**src/rtl/pipe_reg.sv**
```systemverilog
// Purpose : DEPTH-stage valid/ready register pipeline with bubble collapse and flush.
// Latency : DEPTH-1 edges from accept to out_valid (DEPTH=1: visible right after the accept edge).
// Backpressure: ready ripples combinationally from out_ready; an empty stage is always ready.
//
// Ports:
//   clk        rising-edge clock
//   reset      asynchronous active-low reset (clears valids, loads RESET_VAL into data)
//   flush      synchronous discard of every held item; data registers keep their values
//   in_valid / in_ready / in_data     upstream handshake (stage 0)
//   out_valid / out_ready / out_data  downstream handshake (stage DEPTH-1)
//   occupancy  number of stages currently holding an item

module pipe_reg #(
    parameter int              WIDTH     = 32,
    parameter int              DEPTH     = 4,
    parameter logic [WIDTH-1:0] RESET_VAL = '0
) (
    input  logic                       clk,
    input  logic                       reset,
    input  logic                       flush,
    input  logic                       in_valid,
    output logic                       in_ready,
    input  logic [WIDTH-1:0]           in_data,
    output logic                       out_valid,
    input  logic                       out_ready,
    output logic [WIDTH-1:0]           out_data,
    output logic [$clog2(DEPTH+1)-1:0] occupancy
);

    localparam int OCC_W = $clog2(DEPTH+1);

    // Stage state: index 0 faces the input, DEPTH-1 faces the output.
    logic [DEPTH-1:0] v;
    logic [WIDTH-1:0] d [DEPTH];

    // Per-stage readiness and the value each stage would load from upstream.
    logic [DEPTH-1:0] rdy;
    logic [DEPTH-1:0] up_v;
    logic [WIDTH-1:0] up_d [DEPTH];

    // Ready chain, walked from the output side towards the input. A scalar
    // carries the running value so the vector is never read while it is built.
    always_comb begin
        logic r;
        rdy = '0;
        r   = !v[DEPTH-1] || out_ready;
        rdy[DEPTH-1] = r;
        for (int k = DEPTH-2; k >= 0; k--) begin
            r      = !v[k] || r;
            rdy[k] = r;
        end
    end

    always_comb begin
        up_v    = '0;
        up_v[0] = in_valid;
        up_d[0] = in_data;
        for (int k = 1; k < DEPTH; k++) begin
            up_v[k] = v[k-1];
            up_d[k] = d[k-1];
        end
    end

    // Stage 0 only differs from in_ready by flush/reset, both of which
    // override the shift below, so rdy[0] is safe to use directly there.
    always_ff @(posedge clk or negedge reset) begin
        if (!reset) begin
            v <= '0;
            for (int k = 0; k < DEPTH; k++) begin
                d[k] <= RESET_VAL;
            end
        end else if (flush) begin
            // Valids drop, data is left alone so nothing but the valids toggles.
            v <= '0;
        end else begin
            for (int k = 0; k < DEPTH; k++) begin
                if (rdy[k]) begin
                    v[k] <= up_v[k];
                    // Data only moves with a real item; bubbles leave it as is.
                    if (up_v[k]) begin
                        d[k] <= up_d[k];
                    end
                end
            end
        end
    end

    always_comb begin
        occupancy = '0;
        for (int k = 0; k < DEPTH; k++) begin
            occupancy = occupancy + OCC_W'(v[k]);
        end
    end

    assign in_ready  = rdy[0] && !flush && reset;
    assign out_valid = v[DEPTH-1];
    assign out_data  = d[DEPTH-1];

endmodule

```
**config.mk**
```make
export PLATFORM = sky130hd
export DESIGN_NAME = pipe_reg
export DESIGN_NICKNAME = d
export VERILOG_FILES = /design/src/rtl/pipe_reg.sv
export SDC_FILE = /design/constraint.sdc
export NUM_CORES = 1
export LEC_CHECK = 0
export BUFFER_PORTS_ARGS = -buffer_cell sky130_fd_sc_hd__buf_4
export CAP_MARGIN = 15
export CORE_MARGIN = 2
export CORE_UTILIZATION = 39
export DETAILED_ROUTE_END_ITERATION = 10
export GPL_TIMING_DRIVEN = 0
export PLACE_DENSITY = 0.7
export SLEW_MARGIN = 5
export SYNTH_ARGS = -nofsm -noshare
export SYNTH_HDL_FRONTEND = slang
export SYNTH_SLANG_ARGS = --single-unit
```
**constraint.sdc**
```tcl
create_clock -name clk -period 3.8 [get_ports clk]
set_input_delay 0.19 -clock clk [delete_from_list [all_inputs] [get_ports clk]]
set_output_delay 0.19 -clock clk [all_outputs]
set_load 0.01 [all_outputs]
```
**Yosys cells after proc, flatten, opt, wreduce, memory -nomap -nowiden**

Cells that the tools add are included.

- Register bits after elaboration: 132
- Input bits: 37
- Output and inout port bits: 37
- Logic and storage cells: 36

- Add/sub/neg operators: 3
- Muxes and demuxes: 5
- Bitwise operators: 1
- Reductions and logical operators: 19

Operators with widths:

| kind | count |
|---|---|
| $reduce_and A3 Y1 | 4 |
| $reduce_bool A2 Y1 | 4 |
| $logic_not A1 Y1 | 5 |
| $logic_or A1 B1 Y1 | 4 |
| $mux W1 | 4 |
| $mux W4 | 1 |
| $add A2 B1 Y3 | 1 |
| $add A3 B1 Y3 | 1 |
| $add A1 B1 Y2 | 1 |
| $logic_and A1 B1 Y1 | 2 |
| $not A1 Y1 | 1 |

**Depth between registers and ports, before layout**

- Depth after elaboration: 7
- Gate-level depth with buffers: 6
- Mapped depth without buffers: 5

**Worst setup path before layout**

OpenSTA, ideal clock, no wires.

- Path type: reg2reg
- Start: register v[3]
- End: register d[102] in the netlist's numbering
- Library setup time: 0.125 ns
- Arrival: 1.582 ns
- Required time: 3.675 ns
- Path slack: 2.093 ns
- Cell stages (with the launch flop): 6
- Path buffers: 2
- Period minus slack after synthesis: 1.707 ns
- Cells stage by stage: dfrtp_1 -> nor2b_4 -> buf_6 -> a311oi_2 -> buf_4 -> mux2_2

- Longest elaborated chain between the ends: 6

Ends and longest elaborated chain:

| element | line | text |
|---|---|---|
| start: declaration | 33 | `logic [DEPTH-1:0] v;` |
| start signal: indexed assignment | 78 | `v[k] <= up_v[k];` |
| $logic_not A1 Y1 | 46 | `r = !v[DEPTH-1] \|\| out_ready;` |
| $logic_or A1 B1 Y1 | 46 |  |
| $logic_or A1 B1 Y1 (3 in series) | 49 | `r = !v[k] \|\| r;` |
| $reduce_and A3 Y1 (no line) | n/a |  |
| end signal: indexed assignment | 81 | `d[k] <= up_d[k];` |
| end: declaration | 34 | `logic [WIDTH-1:0] d [DEPTH];` |

No other way between the ends.
A chain may end at the register's enable or synchronous reset.

**Final worst setup path**

- Start: register v[0]
- End: output occupancy[1]

- Longest elaborated chain between the ends: 3

Ends and longest elaborated chain:

| element | line | text |
|---|---|---|
| $add A1 B1 Y2 | 91 | `occupancy = occupancy + OCC_W'(v[k]);` |
| $add A2 B1 Y3 | 91 |  |
| $add A3 B1 Y3 | 91 |  |
| end: declaration | 27 | `output logic [$clog2(DEPTH+1)-1:0] occupancy` |

No other way between the ends.

==> qor.csv <==
stage,metric,value,unit
run_status,run status,"finished, final reports clean",
synth,Syn Area/Cell,16.4,um2
clock_network,Num CTS Buffers,17,
layout,fillcell total,1160,
worst_hold_path,hold path cells,2,
drt,routed len/inst,14.3,um
run,max-cap violations,0,
layout,number of nets in the layout,480,
setup_path,R2R Setup Slk,1.85,ns
setup_path,Worst Path Arrival,2.05,ns
synth,Yosys warning count,0,
sta,worst rel slew slack,0.649,
clock_network,Clock Sinks,132,
clock_network,H-tree Lvls,4,
drt,Detail Route Antenna Nets,0,
global_route,initial antenna violation count,0,
floorplan,core area,13700,um2
synth,sequential area share after synthesis,0.610,
power,sw power,1.08,mW
layout,synthesis-to-finish area growth,28.3,%
synth,Post-synth top cells,"dfrtp_1 (132), mux2_2 (97), buf_4 (35), mux2_4 (30)",
power,VDD IR max,322,uV
layout,# diodes,0,
setup_path,Crit Path Class,reg2out,
synth,simple-gate share of the synthesized area,0.0106,
clock_network,root buf cell,clkbuf_16,
setup_path,Worst Setup SP,v[0]$_DFFE_PN0P_,
setup_path,CP Launch Type,flop,
clock_network,Post-CTS Setup Bufs,0,
power,logic gate share of total power,0.224,
synth,Synth Register Bits,132,
synth,Post-Syn Instances,331,
synth,"top cells by area, synth","dfrtp_1 (61%), mux2_2 (20%), mux2_4 (8.3%)",
sta,Final min period,2.24,ns
sta,Least-Margin Pin Slew,0.527,ns
sta,Hold Fails Final Rpt,0,
sta,fmax,447,MHz
setup_path,Reg2Reg Depth,4,
power,pwr/cell area,661,nW/um2
synth,post-synth top area share,0.610,
power,register share of total power,0.443,
setup_path,worst r2r src,v[2]$_DFFE_PN0P_,
setup_path,CP Capture Type,primary output,
synth,Synthesized Nets,371,
global_route,total track usage,0.137,
global_route,vias in the first global route,3105,
synth,XOR/XNOR Fraction of Synth Area,0,
layout,share of layout cells above drive strength 1,0.616,
synth,most instantiated library cell after synthesis,dfrtp_1,
layout,"Cell Count, Final, Fillers Out",633,
synth,Compound-Gate Fraction of Synth Area,0.00878,
global_route,total grt overflow,0,
sta,clock skew,0.00753,ns
floorplan,Row Count,43,
synth,top_reg_cell synth,dfrtp_1,
sta,Tcrit/Tclk final,0.589,
clock_network,CTS tree,yes,
clock_network,Clock Latency Late Sink,0.41,ns
synth,count of different cell masters after synthesis,20,
clock_network,Clock Path Buffers,2,
floorplan,DIE AREA,14800,um2
drt,drc violations,0,
synth,post-synthesis adder-cell area fraction,0.00832,
sta,setup tns final,0,ns
synth,"area leader, netlist",dfrtp_1,
placed_design,routability cong.,0.725,
placed_design,dpl cells,584,
floorplan,Ports,74,
synth,mux contribution to synthesized area,0.287,
sta,RSZ-0062 raised after global routing,no,
global_route,largest net degree at the start of global routing,87,
synth,Post-synth EDFFs,0,
setup_path,WP data required,3.61,ns
power,clock network fraction of total power,0.332,
synth,largest family of logic cells by synthesized area,multiplexers,
power,switch share,0.236,
power,internal power,3.51,mW
setup_path,CP Max Fanout,4,
synth,Post-Syn Area,5420,um2
floorplan,chip height,122,um
drt,Vias/cell,4.51,
synth,"FFs w/ async S/R, synth",1.00,
drt,Detailed Route Iter0 Violations,88,
worst_hold_path,hold_sp,in_data[21],
drt,first-pass iteration count of the detailed router,4,
drt,final WL,9070,um
sta,Slew Limit Fails,0,
power,Static Leak,3.37,nW
drt,via count,2854,
clock_network,Clock transition at path regs,0.05,ns
floorplan,Starting Density,0.395,
setup_path,r2r endpoint,d[99]$_DFFE_PN0P_,
sta,Setup Viol. Count Final,0,
global_route,first-pass GRT wire length,15400,um
placed_design,Port Buffer Count,72,
floorplan,die width,122,um
worst_hold_path,Worst Hold Endpoint,d[117]$_DFFE_PN0P_,
placed_design,detailed-placement wirelength estimate,6050,um
worst_hold_path,Hold Crit Class,in2reg,
## repair_timing
item                                   in CTS  in global routing
hold buffers                               15                  2
setup endpoints to repair                   0                  0
resized for setup                           0                  0
endpoints found under the hold margin      63                  2
## layer usage
metal  vias to the layer above  wire, um  track usage
met2                        58      4550        0.221
met4                         0       178       0.0582
li1                       1333         -            -
met1                      1445      3950        0.171
met5                         -         0            0
met3                        18       390       0.0417
## logic make-up after synthesis
kind of cell    Yosys count
simple gates              9
buf+inv                  53
mux                     128
flops                   132
compound gates            6
fa+ha+maj                 3
## worst max-delay path by stage
stage          slack (ns)            endpoint  depth (start not counted)
6_report             1.56        occupancy[1]                          6
5_1_grt              1.46        occupancy[1]                          6
4_1_cts              1.53        occupancy[1]                          6
3_5_place_dp         1.78   d[99]$_DFFE_PN0P_                          4
3_3_place_gp         1.69            in_ready                          3
2_1_floorplan        2.09  d[102]$_DFFE_PN0P_                          5
## final cells by class
| class | count | area [um2] | share of cell area |
|---|---|---|---|
| sequential | 132 | 3300 | 0.475 |
| multi-input combinational | 146 | 1700 | 0.245 |
| timing repair buffer | 90 | 742 | 0.107 |
| clock buffer | 23 | 488 | 0.0702 |
| buffer | 47 | 387 | 0.0556 |
| tap | 180 | 225 | 0.0324 |
| clock inverter | 9 | 77.6 | 0.0112 |
| inverter | 6 | 22.5 | 0.00324 |
## worst max-delay path, stage by stage (launching register included)
cell     delay [ns]
dfrtp_1        0.40
inv_1          0.10
fa_1           0.51
inv_1          0.05
ha_1           0.17
ha_1           0.27
buf_4          0.15
## cell usage in the layout, fill, tap and decap left out, drive strengths merged
master,synthesis,routed
bufinv,0,1
inv,6,6
nor2,4,4
a311oi,1,1
buf,47,120
clkbuf,0,23
nand3,1,1
dlygate4sd3,0,17
and2,1,1
clkinv,0,5
a211o,2,2
and3b,1,1
or3b,1,1
dfrtp,132,132
a21oi,3,3
ha,2,2
mux2,128,128
nor2b,1,1
fa,1,1
clkinvlp,0,3
## registers in the layout (all words and copies together) (netlist names)
register,flops
d,96
out_data,32
v,4
## power groups by stage
stage,Sequential (mW),Clock (mW),Combinational (mW)
after floorplan,1.99,0,0.722
after global placement,2.04,0,1.00
after detailed placement,2.06,0,1.03
after CTS,2.04,1.57,1.05
after global routing,2.10,1.64,1.12
final,2.04,1.53,1.03
## metrics by stage
stage	total power, mW	utilization	hold slack, ns	worst slack (ns)	instance area, um2
2_1_floorplan	2.71	-	-0.106	2.09	5420
4_1_cts	4.66	0.505	0.0000621	1.53	6930
5_1_grt	4.86	0.507	0.00165	1.46	6950
6_report	4.60	0.507	0.0118	1.56	6950
3_5_place_dp	3.10	0.453	0.155	1.78	6210
3_3_place_gp	3.04	0.451	0.387	1.69	6180
Power figures use the tool's default switching activity.
